<file path="src/rtl/multicycle_controller_pkg.sv">
// Shared CPU defines: FSM state encodings, opcodes, ALU op and ALU control codes.
// Latency: none (declarations and one combinational helper only).
// Backpressure: n/a. Optional JALR state is guarded by MULTICYCLE_JALR_EN.
package multicycle_controller_pkg;

  // Main FSM state encodings (debug-visible on the state output)
  typedef enum logic [3:0] {
    S_FETCH    = 4'd0,
    S_DECODE   = 4'd1,
    S_MEMADR   = 4'd2,
    S_MEMREAD  = 4'd3,
    S_MEMWB    = 4'd4,
    S_MEMWRITE = 4'd5,
    S_EXECUTER = 4'd6,
    S_EXECUTEI = 4'd7,
    S_ALUWB    = 4'd8,
    S_BEQ      = 4'd9,
`ifdef MULTICYCLE_JALR_EN
    S_JAL      = 4'd10,
    S_JALR     = 4'd11
`else
    S_JAL      = 4'd10
`endif
  } state_e;

  // Major opcodes
  localparam logic [6:0] OP_LOAD   = 7'b0000011;
  localparam logic [6:0] OP_STORE  = 7'b0100011;
  localparam logic [6:0] OP_RTYPE  = 7'b0110011;
  localparam logic [6:0] OP_ITYPE  = 7'b0010011;
  localparam logic [6:0] OP_BRANCH = 7'b1100011;
  localparam logic [6:0] OP_JAL    = 7'b1101111;
  localparam logic [6:0] OP_JALR   = 7'b1100111;

  // Internal ALU op requested by the FSM
  typedef enum logic [1:0] {
    ALUOP_ADD   = 2'b00,
    ALUOP_SUB   = 2'b01,
    ALUOP_FUNCT = 2'b10
  } alu_op_e;

  // ALU control codes presented to the datapath
  localparam logic [2:0] ALU_ADD = 3'b000;
  localparam logic [2:0] ALU_SUB = 3'b001;
  localparam logic [2:0] ALU_AND = 3'b010;
  localparam logic [2:0] ALU_OR  = 3'b011;
  localparam logic [2:0] ALU_XOR = 3'b100;
  localparam logic [2:0] ALU_SLT = 3'b101;

  // Immediate format select from the opcode alone
  function automatic logic [1:0] imm_src_decode(input logic [6:0] op);
    logic [1:0] r;
    r = 2'b00;
    case (op)
      OP_STORE:  r = 2'b01;
      OP_BRANCH: r = 2'b10;
      OP_JAL:    r = 2'b11;
      default:   r = 2'b00;
    endcase
    return r;
  endfunction

endpackage

</file>
<file path="src/rtl/multicycle_controller_alu_dec.sv">
// ALU decoder: maps the FSM's ALU op plus funct fields to an ALU control code.
// Latency: purely combinational, zero cycles.
// Backpressure: none.
module alu_decoder
  import multicycle_controller_pkg::*;
(
  input  alu_op_e    alu_op_i,
  input  logic [2:0] funct3_i,
  input  logic       funct7b5_i,
  input  logic       op5_i,
  output logic [2:0] alu_control_o
);

  // Subtract only for R-type with funct7b5; I-type funct7 bits are immediate data
  always_comb begin
    alu_control_o = ALU_ADD;
    case (alu_op_i)
      ALUOP_SUB: alu_control_o = ALU_SUB;
      ALUOP_FUNCT: begin
        case (funct3_i)
          3'b000:  alu_control_o = (op5_i & funct7b5_i) ? ALU_SUB : ALU_ADD;
          3'b010:  alu_control_o = ALU_SLT;
          3'b100:  alu_control_o = ALU_XOR;
          3'b110:  alu_control_o = ALU_OR;
          3'b111:  alu_control_o = ALU_AND;
          default: alu_control_o = ALU_ADD;
        endcase
      end
      default: alu_control_o = ALU_ADD;
    endcase
  end

endmodule

</file>
<file path="src/rtl/multicycle_controller_main_fsm.sv">
// Main Moore FSM of the multicycle controller; JALR state only with MULTICYCLE_JALR_EN.
// Latency: one state per clock; outputs are a function of the current state (plus mem_ready gating).
// Backpressure: FETCH, MEMREAD and MEMWRITE hold until mem_ready; reset zeroes all strobes.
module main_fsm
  import multicycle_controller_pkg::*;
(
  input  logic       clock,
  input  logic       reset,
  input  logic [6:0] opcode_i,
  input  logic       mem_ready_i,
  output state_e     state_o,
  output logic       branch_o,
  output logic       pc_update_o,
  output logic       adr_src_o,
  output logic       mem_write_o,
  output logic       ir_write_o,
  output logic       reg_write_o,
  output logic       illegal_o,
  output logic [1:0] result_src_o,
  output logic [1:0] alu_src_a_o,
  output logic [1:0] alu_src_b_o,
  output alu_op_e    alu_op_o
);

  state_e state_q, state_d;

  // State register with synchronous reset to FETCH
  always_ff @(posedge clock) begin
    if (reset) state_q <= S_FETCH;
    else       state_q <= state_d;
  end

  // Next-state and Moore outputs; strobes are squashed while reset is high
  always_comb begin
    state_d      = S_FETCH;
    branch_o     = 1'b0;
    pc_update_o  = 1'b0;
    adr_src_o    = 1'b0;
    mem_write_o  = 1'b0;
    ir_write_o   = 1'b0;
    reg_write_o  = 1'b0;
    illegal_o    = 1'b0;
    result_src_o = 2'b00;
    alu_src_a_o  = 2'b00;
    alu_src_b_o  = 2'b00;
    alu_op_o     = ALUOP_ADD;
    case (state_q)
      S_FETCH: begin
        alu_src_b_o  = 2'b10;
        result_src_o = 2'b10;
        ir_write_o   = mem_ready_i;
        pc_update_o  = mem_ready_i;
        state_d      = mem_ready_i ? S_DECODE : S_FETCH;
      end
      S_DECODE: begin
        alu_src_a_o = 2'b01;
        alu_src_b_o = 2'b01;
        case (opcode_i)
          OP_LOAD, OP_STORE: state_d = S_MEMADR;
          OP_RTYPE:          state_d = S_EXECUTER;
          OP_ITYPE:          state_d = S_EXECUTEI;
          OP_BRANCH:         state_d = S_BEQ;
          OP_JAL:            state_d = S_JAL;
`ifdef MULTICYCLE_JALR_EN
          OP_JALR:           state_d = S_JALR;
`endif
          default: begin
            state_d   = S_FETCH;
            illegal_o = 1'b1;
          end
        endcase
      end
      S_MEMADR: begin
        alu_src_a_o = 2'b10;
        alu_src_b_o = 2'b01;
        state_d     = opcode_i[5] ? S_MEMWRITE : S_MEMREAD;
      end
      S_MEMREAD: begin
        adr_src_o = 1'b1;
        state_d   = mem_ready_i ? S_MEMWB : S_MEMREAD;
      end
      S_MEMWB: begin
        result_src_o = 2'b01;
        reg_write_o  = 1'b1;
        state_d      = S_FETCH;
      end
      S_MEMWRITE: begin
        adr_src_o   = 1'b1;
        mem_write_o = 1'b1;
        state_d     = mem_ready_i ? S_FETCH : S_MEMWRITE;
      end
      S_EXECUTER: begin
        alu_src_a_o = 2'b10;
        alu_op_o    = ALUOP_FUNCT;
        state_d     = S_ALUWB;
      end
      S_EXECUTEI: begin
        alu_src_a_o = 2'b10;
        alu_src_b_o = 2'b01;
        alu_op_o    = ALUOP_FUNCT;
        state_d     = S_ALUWB;
      end
      S_ALUWB: begin
        reg_write_o = 1'b1;
        state_d     = S_FETCH;
      end
      S_BEQ: begin
        alu_src_a_o = 2'b10;
        alu_op_o    = ALUOP_SUB;
        branch_o    = 1'b1;
        state_d     = S_FETCH;
      end
      S_JAL: begin
        alu_src_a_o = 2'b01;
        alu_src_b_o = 2'b10;
        pc_update_o = 1'b1;
        state_d     = S_ALUWB;
      end
`ifdef MULTICYCLE_JALR_EN
      // rs1+imm is computed here; JAL then writes it to the PC and PC+4 goes to rd
      S_JALR: begin
        alu_src_a_o = 2'b10;
        alu_src_b_o = 2'b01;
        state_d     = S_JAL;
      end
`endif
      default: state_d = S_FETCH;
    endcase
    if (reset) begin
      branch_o    = 1'b0;
      pc_update_o = 1'b0;
      mem_write_o = 1'b0;
      ir_write_o  = 1'b0;
      reg_write_o = 1'b0;
      illegal_o   = 1'b0;
    end
  end

  assign state_o = state_q;

endmodule

</file>
<file path="src/rtl/multicycle_controller.sv">
// Multicycle RISC-V controller top: main FSM, ALU decoder, immediate select, PC write combine.
// Latency: Moore outputs follow the state register; imm_src/alu_control are combinational.
// Backpressure: memory waits via mem_ready; MULTICYCLE_JALR_EN adds the JALR path.
module multicycle_controller
  import multicycle_controller_pkg::*;
#(
  parameter int STATE_W = 4
) (
  input  logic               clock,
  input  logic               reset,
  input  logic [6:0]         opcode,
  input  logic [2:0]         funct3,
  input  logic               funct7b5,
  input  logic               zero,
  input  logic               mem_ready,
  output logic               pc_write,
  output logic               adr_src,
  output logic               mem_write,
  output logic               ir_write,
  output logic               reg_write,
  output logic [1:0]         result_src,
  output logic [1:0]         alu_src_a,
  output logic [1:0]         alu_src_b,
  output logic [1:0]         imm_src,
  output logic [2:0]         alu_control,
  output logic               illegal,
  output logic [STATE_W-1:0] state
);

  state_e  fsm_state;
  alu_op_e alu_op;
  logic    branch;
  logic    pc_update;

  main_fsm u_main_fsm (
    .clock        (clock),
    .reset        (reset),
    .opcode_i     (opcode),
    .mem_ready_i  (mem_ready),
    .state_o      (fsm_state),
    .branch_o     (branch),
    .pc_update_o  (pc_update),
    .adr_src_o    (adr_src),
    .mem_write_o  (mem_write),
    .ir_write_o   (ir_write),
    .reg_write_o  (reg_write),
    .illegal_o    (illegal),
    .result_src_o (result_src),
    .alu_src_a_o  (alu_src_a),
    .alu_src_b_o  (alu_src_b),
    .alu_op_o     (alu_op)
  );

  alu_decoder u_alu_decoder (
    .alu_op_i      (alu_op),
    .funct3_i      (funct3),
    .funct7b5_i    (funct7b5),
    .op5_i         (opcode[5]),
    .alu_control_o (alu_control)
  );

  // Branch strobe is already squashed in reset, so the combine needs no extra gating
  assign pc_write = (branch & zero) | pc_update;
  assign imm_src  = imm_src_decode(opcode);
  assign state    = STATE_W'(fsm_state);

endmodule
</file>
<file path="config.mk">
export PLATFORM = sky130hd
export DESIGN_NAME = multicycle_controller
export DESIGN_NICKNAME = d
export VERILOG_FILES = /design/src/rtl/multicycle_controller_pkg.sv /design/src/rtl/multicycle_controller_alu_dec.sv /design/src/rtl/multicycle_controller_main_fsm.sv /design/src/rtl/multicycle_controller.sv
export SDC_FILE = /design/constraint.sdc
export NUM_CORES = 1
export LEC_CHECK = 0
export ABC_AREA = 1
export BUFFER_PORTS_ARGS = -buffer_cell sky130_fd_sc_hd__buf_4
export CAP_MARGIN = 10
export CORE_MARGIN = 5
export CORE_UTILIZATION = 37
export DETAILED_ROUTE_END_ITERATION = 8
export PLACE_DENSITY_LB_ADDON = 0.3
export REMOVE_ABC_BUFFERS = 1
export SLEW_MARGIN = 0
export SYNTH_ARGS = -nofsm -noshare
export SYNTH_HDL_FRONTEND = slang
export SYNTH_SLANG_ARGS = --single-unit
export TNS_END_PERCENT = 1
</file>
<file path="constraint.sdc">
create_clock -name clock -period 1.2 [get_ports clock]
set_input_delay 0.12 -clock clock [delete_from_list [all_inputs] [get_ports clock]]
set_output_delay 0.12 -clock clock [all_outputs]
set_load 0.1 [all_outputs]
</file>
; After elaboration in Yosys (flattened, before gate mapping)
; Cells that the tools add are included.
[word_totals]
reg_bits = 4
elab_cells = 66
inputBits = 15
[classes]
n_reduce_logical = 12
eq_ne = 22
n_mux = 28
bitwise = 3
[ops]
columns = cell, n
row1 = 4-bit one-hot mux with 6 select lines, 1
row2 = 4-bit one-hot mux with 5 select lines, 1
row3 = "4-bit by 3-bit equality test with 1-bit output, second input constant", 4
row4 = 2-bit one-hot mux with 2 select lines, 4
row5 = 1-bit 2-to-1 mux, 15
row6 = 3-bit one-hot mux with 5 select lines, 1
row7 = "7-bit by 6-bit equality test with 1-bit output, second input constant", 2
row8 = "7-bit equality test, second input constant", 2
row9 = "4-bit equality test, second input constant", 3
row10 = 2-bit OR reduction, 6
row11 = "3-bit equality test, second input constant", 3
row12 = 3-bit 2-to-1 mux, 3
row13 = "4-bit by 2-bit equality test with 1-bit output, second input constant", 2
row14 = "7-bit by 2-bit equality test with 1-bit output, second input constant", 1
row15 = "7-bit by 5-bit equality test with 1-bit output, second input constant", 1
row16 = 2-bit one-hot mux with 3 select lines, 1
row17 = 3-bit one-hot mux with 2 select lines, 1
row18 = 3-bit OR reduction, 2
row19 = 6-bit OR reduction, 1
row20 = "4-bit by 1-bit equality test with 1-bit output, second input constant", 1
row21 = 4-bit logical NOT, 1
row22 = 4-bit OR reduction, 1
row23 = "3-bit by 2-bit equality test with 1-bit output, second input constant", 1
row24 = 3-bit logical NOT, 1
row25 = other kinds (5), 6

; Longest topological paths before layout
[logic_depth]
ltp_word = 5
depth_mapped = 9

; Hierarchy
; A second synthesis with hierarchy kept.
[unflattened]
cells_unflattened = 136
hier_area_um2 = 676.9
[by_module_without_submodules]
columns = module, cells_each, n_inst, area_each_um2
row1 = main_fsm, 95, 1, 481.7
row2 = alu_decoder, 23, 1, 118.9
row3 = multicycle_controller, 18, 1, 76.3

; Least setup slack after synthesis
; No wires, ideal clock.
[synth_timing]
path_type = register to output
startpoint = register u_main_fsm.state_q[2] (netlist: u_main_fsm.state_o[2])
endpoint = output port alu_control[2]
t_required_ps = 1080
path_slack_ps = -2916
stages_incl_launch_ff = 10
arrival_time_ps = 3996
path_cell_list = dfxtp_1 inv_1 nand2_1 nor2_1 inv_1 ha_1 inv_1 nor2_1 o21ai_0 nor3b_1
[synth_between]
elab_chain_len = 5
[synth_rtl]
columns = element, line_no
row1 = from (decl), multicycle_controller_main_fsm.sv:25  ; state_e state_q, state_d;
row2 = from (signal assigned), multicycle_controller_main_fsm.sv:30  ; else state_q <= state_d;
row3 = 4-bit by 3-bit equality test with 1-bit output, multicycle_controller_main_fsm.sv:47  ; case (state_q)
row4 = 2-bit OR reduction (no source line), -
row5 = 2-bit one-hot mux with 2 select lines *, multicycle_controller_main_fsm.sv:47
row6 = 2-bit equality test or 2-bit by 1-bit equality test with 1-bit output (tied branches), multicycle_controller_alu_dec.sv:17  ; case (alu_op_i)
row7 = 3-bit one-hot mux with 2 select lines *, multicycle_controller_alu_dec.sv:17
row8 = to (decl), multicycle_controller.sv:25  ; output logic [2:0] alu_control,
; Mark *: on every way between the ends. The rest lies on a longest branch, timed or not.

; Worst setup path after layout
[layout_timing]
startpoint = register u_main_fsm.state_q[3] (netlist: u_main_fsm.state_o[3])
endpoint = output port alu_control[2]
; The elaborated chain is that of the path after synthesis.

==> summary.md <==
| Metric | Value |
|---|---|
| Final core area utilization | 93.9% |
| Type of the worst min-delay path | input pin to register |
| Number of fill cells | 50 |
| Floorplan die area | 2410 um2 |
| Setup repair after global routing missed its margin | true |
| HP Start | reset |
| Core ar. | 1470 um2 |
| Sum of routed wire length over all layers | 4340 um |
| R2R Setup Slk | -0.24 ns |
| Die Y-Extent | 49.1 um |
| Number of cells on the worst hold path | 2 |
| Largest net degree at the start of global routing | 10 |
| Number of remaining DRC errors | 0 |
| Max-capacitance violation count | 0 |
| Minimum clock period | 1.92 ns |
| Worst Clk Skew | between 0.005 and 0.006 ns |
| Number of sinks handled by clock tree synthesis | 4 |
| Number of antenna repair diodes | 0 |
| Crit path max fanout | 3 |
| First-pass GRT wire length | between 5000 and 6000 um |
| Number of antenna violations at the first check in global routing | 0 |
| Required time of the critical path | ~1.1 ns |
| Endpoints failing setup | 22 |
| Highest Clock Rate | around 520 MHz |
| Root buffer cell | sky130_fd_sc_hd__clkbuf_4 |
| Initial core utilization | between 30% and 40% |
| Worst reg2reg endpoint | u_main_fsm.state_o[1] |
| TritonCTS clock tree | done |
| Total gr overflow | 0 |
| Post-layout instance area | between 1000 and 1500 um2 |
| Fin. Hold Viols | 0 |
| Max reg flops | 4 |
| Dpl ws | -0.453 ns |
| R2r startpoint | u_main_fsm.state_o[2] |
| Number of synthesis warnings | 0 |
| Detail Placement HPWL | 1740 um |
| R2R depth | 7 |
| Gate count of the mapped netlist | 100 |
| Relative area change from synthesis to final layout | 144% |
| Vias in the first global route | 1024 |
| Fin worst setup slack | -0.719 ns |
| Status | finished, violations left |
| Worst Path Arrival | 1.80 ns |
| Kind of end point of the critical path | primary output |
| Sequential area share after synthesis | 14.1% |
| Power per standard cell area | ~510 nW/um2 |
| Number of unique standard cell types used by synthesis | 25 |
| Post-DRT Antenna Nets | 0 |
| Global-route usage over all layers | between 20 and 30% |
| VDD IR max | approximately 0.00047 V |
| Routed len/inst | around 24 um |
| Post-Synthesis Cell Area | between 500 and 600 um2 |
| H-tree level count | 1 |
| Ratio of cells with drive above 1 in the final layout | between 60% and 70% |
| Detail-routed via count per cell | 5.97 |
| Period utilization | 160% |
| Via count | approximately 1.1k |
| Die Wd | approximately 49 um |
| Clock Latency Late Sink | 0.26 ns |
| #FFs+latches synth | 4 |
| Classification of the worst setup path | register to primary output |
| Crit path launch type | register |
| Inserted Clock Buffers | 3 |
| Placer Congestion | between 0.8 and 0.9 |
| Final number of max-transition violations | 0 |
| Number of nets at the end of the flow | around 180 |
| Port Buf Inserts | 35 |
| Violated checks | negative setup slack |
| Deepest clock path buffer count | 2 |
| Endpoint, Worst Hold | u_main_fsm.state_o[3] |
| Detailed-router iteration count before antenna repair | 4 |
| Static power due to leakage | 0.658 nW |
| Placed standard-cell area | roughly 1000 um2 |
| Syn_area_per_cell | around 5.7 um2 |
| Total I/O pin count | 36 |
| Max-slew headroom | between 80% and 90% |
| CTS clock-pin slew for the worst setup and hold paths | 0.04 ns |
| Cell row count | 14 |
| Drt initial violations | just under 80 |
| Overall power of the completed layout | around 0.0007 W |
| Worst-margin pin slew | between 0.2 and 0.3 ns |
## metal layers
metal  routed length (um)  track usage [%]
met1                 1450             28.4
met2                 2270             50.9
met3                  363             3.98
met4                  267             16.6
met5                    0                0
## cells in the final DEF (no fill, tap or decap), drive strengths merged
cell type / netlist / final
ha: 2 / 2
dfxtp: 4 / 4
a211oi: 1 / 1
and3: 1 / 1
a31oi: 1 / 1
clkbuf: 1 / 3
nor2: 20 / 20
clkinv: 1 / 1
nor3: 1 / 1
nor3b: 2 / 2
o211ai: 1 / 1
o21ai: 5 / 5
nand3: 12 / 12
a21oi: 4 / 4
inv: 19 / 19
nand2: 24 / 24
and2: 1 / 1
buf: 0 / 62
## power breakdown
group          leakage [nW]  internal, W  total [W]  switching [W]
Sequential           0.0346     0.000134   0.000138     0.00000382
Clock                0.0138     0.000114   0.000198      0.0000846
Combinational         0.609     0.000122   0.000366       0.000244
## stage by stage
stage / std cells / TNS (ns) / hold slack, ns
finish: 180 / -8.20 / 0.146
global route: 180 / -8.86 / 0.156
CTS: 180 / -5.77 / 0.111
detailed placement: 170 / -3.05 / 0.369
global placement: 170 / -2.55 / 0.368
floorplan: 99 / -29.58 / 0.182
## cell type report
cell class                 instances  area (um2)  area share, %
clock buffer                       3        22.5           1.63
inverter                          20        82.6           5.98
multi-input combinational         75         549           39.8
sequential                         4        87.6           6.34
tap                               16        20.0           1.45
timing repair buffer              62         619           44.8
## cells in the mapped netlist, drive strengths merged
cell type   n  area [um2]
a211oi      1        7.51
a21oi       4        27.5
a31oi       1        6.26
and2        1        8.76
and3        1        6.26
clkbuf      1        3.75
clkinv      1        3.75
dfxtp       4        80.1
ha          2        25.0
inv        19        73.8
nand2      24         103
nand3      12        60.1
nor2       20         104
nor3        1        10.0
nor3b       2        15.0
o211ai      1        7.51
o21ai       5        25.0
## what timing repair did
item,CTS,global route
endpoints found under the setup margin,21,20
resized for setup,63,22
pin swaps,10,7
hold buffers,0,0
setup buffers,7,0
## cell families after synthesis
group           share of synthesized area [%]
simple gates                             54.1
buf+inv                                  14.3
compound gates                           13.0
flops                                    14.1
fa+ha+maj                                4.41
## how the worst max path moves through the flow
stage                               start  slack, ns  cells past startpoint              to
floorplan           u_main_fsm.state_o[2]      -2.92                      9  alu_control[2]
global placement    u_main_fsm.state_o[2]      -0.35                     10  alu_control[2]
detailed placement  u_main_fsm.state_o[2]      -0.45                     10  alu_control[2]
CTS                 u_main_fsm.state_o[3]      -0.63                      9  alu_control[2]
global route        u_main_fsm.state_o[3]      -0.74                      9  alu_control[2]
finish              u_main_fsm.state_o[3]      -0.72                      9  alu_control[2]
## worst max-delay path, stage by stage, from the launching register on
cell and delay [ns]:
sky130_fd_sc_hd__dfxtp_2 0.34, sky130_fd_sc_hd__inv_2 0.06, sky130_fd_sc_hd__nand2_2 0.07, sky130_fd_sc_hd__nor2_4 0.16
sky130_fd_sc_hd__ha_4 0.15, sky130_fd_sc_hd__inv_2 0.04, sky130_fd_sc_hd__nor2_4 0.11, sky130_fd_sc_hd__o21ai_2 0.09
sky130_fd_sc_hd__nor3b_2 0.24, sky130_fd_sc_hd__buf_6 0.27
No activity file was read; power rests on OpenSTA's default activity.
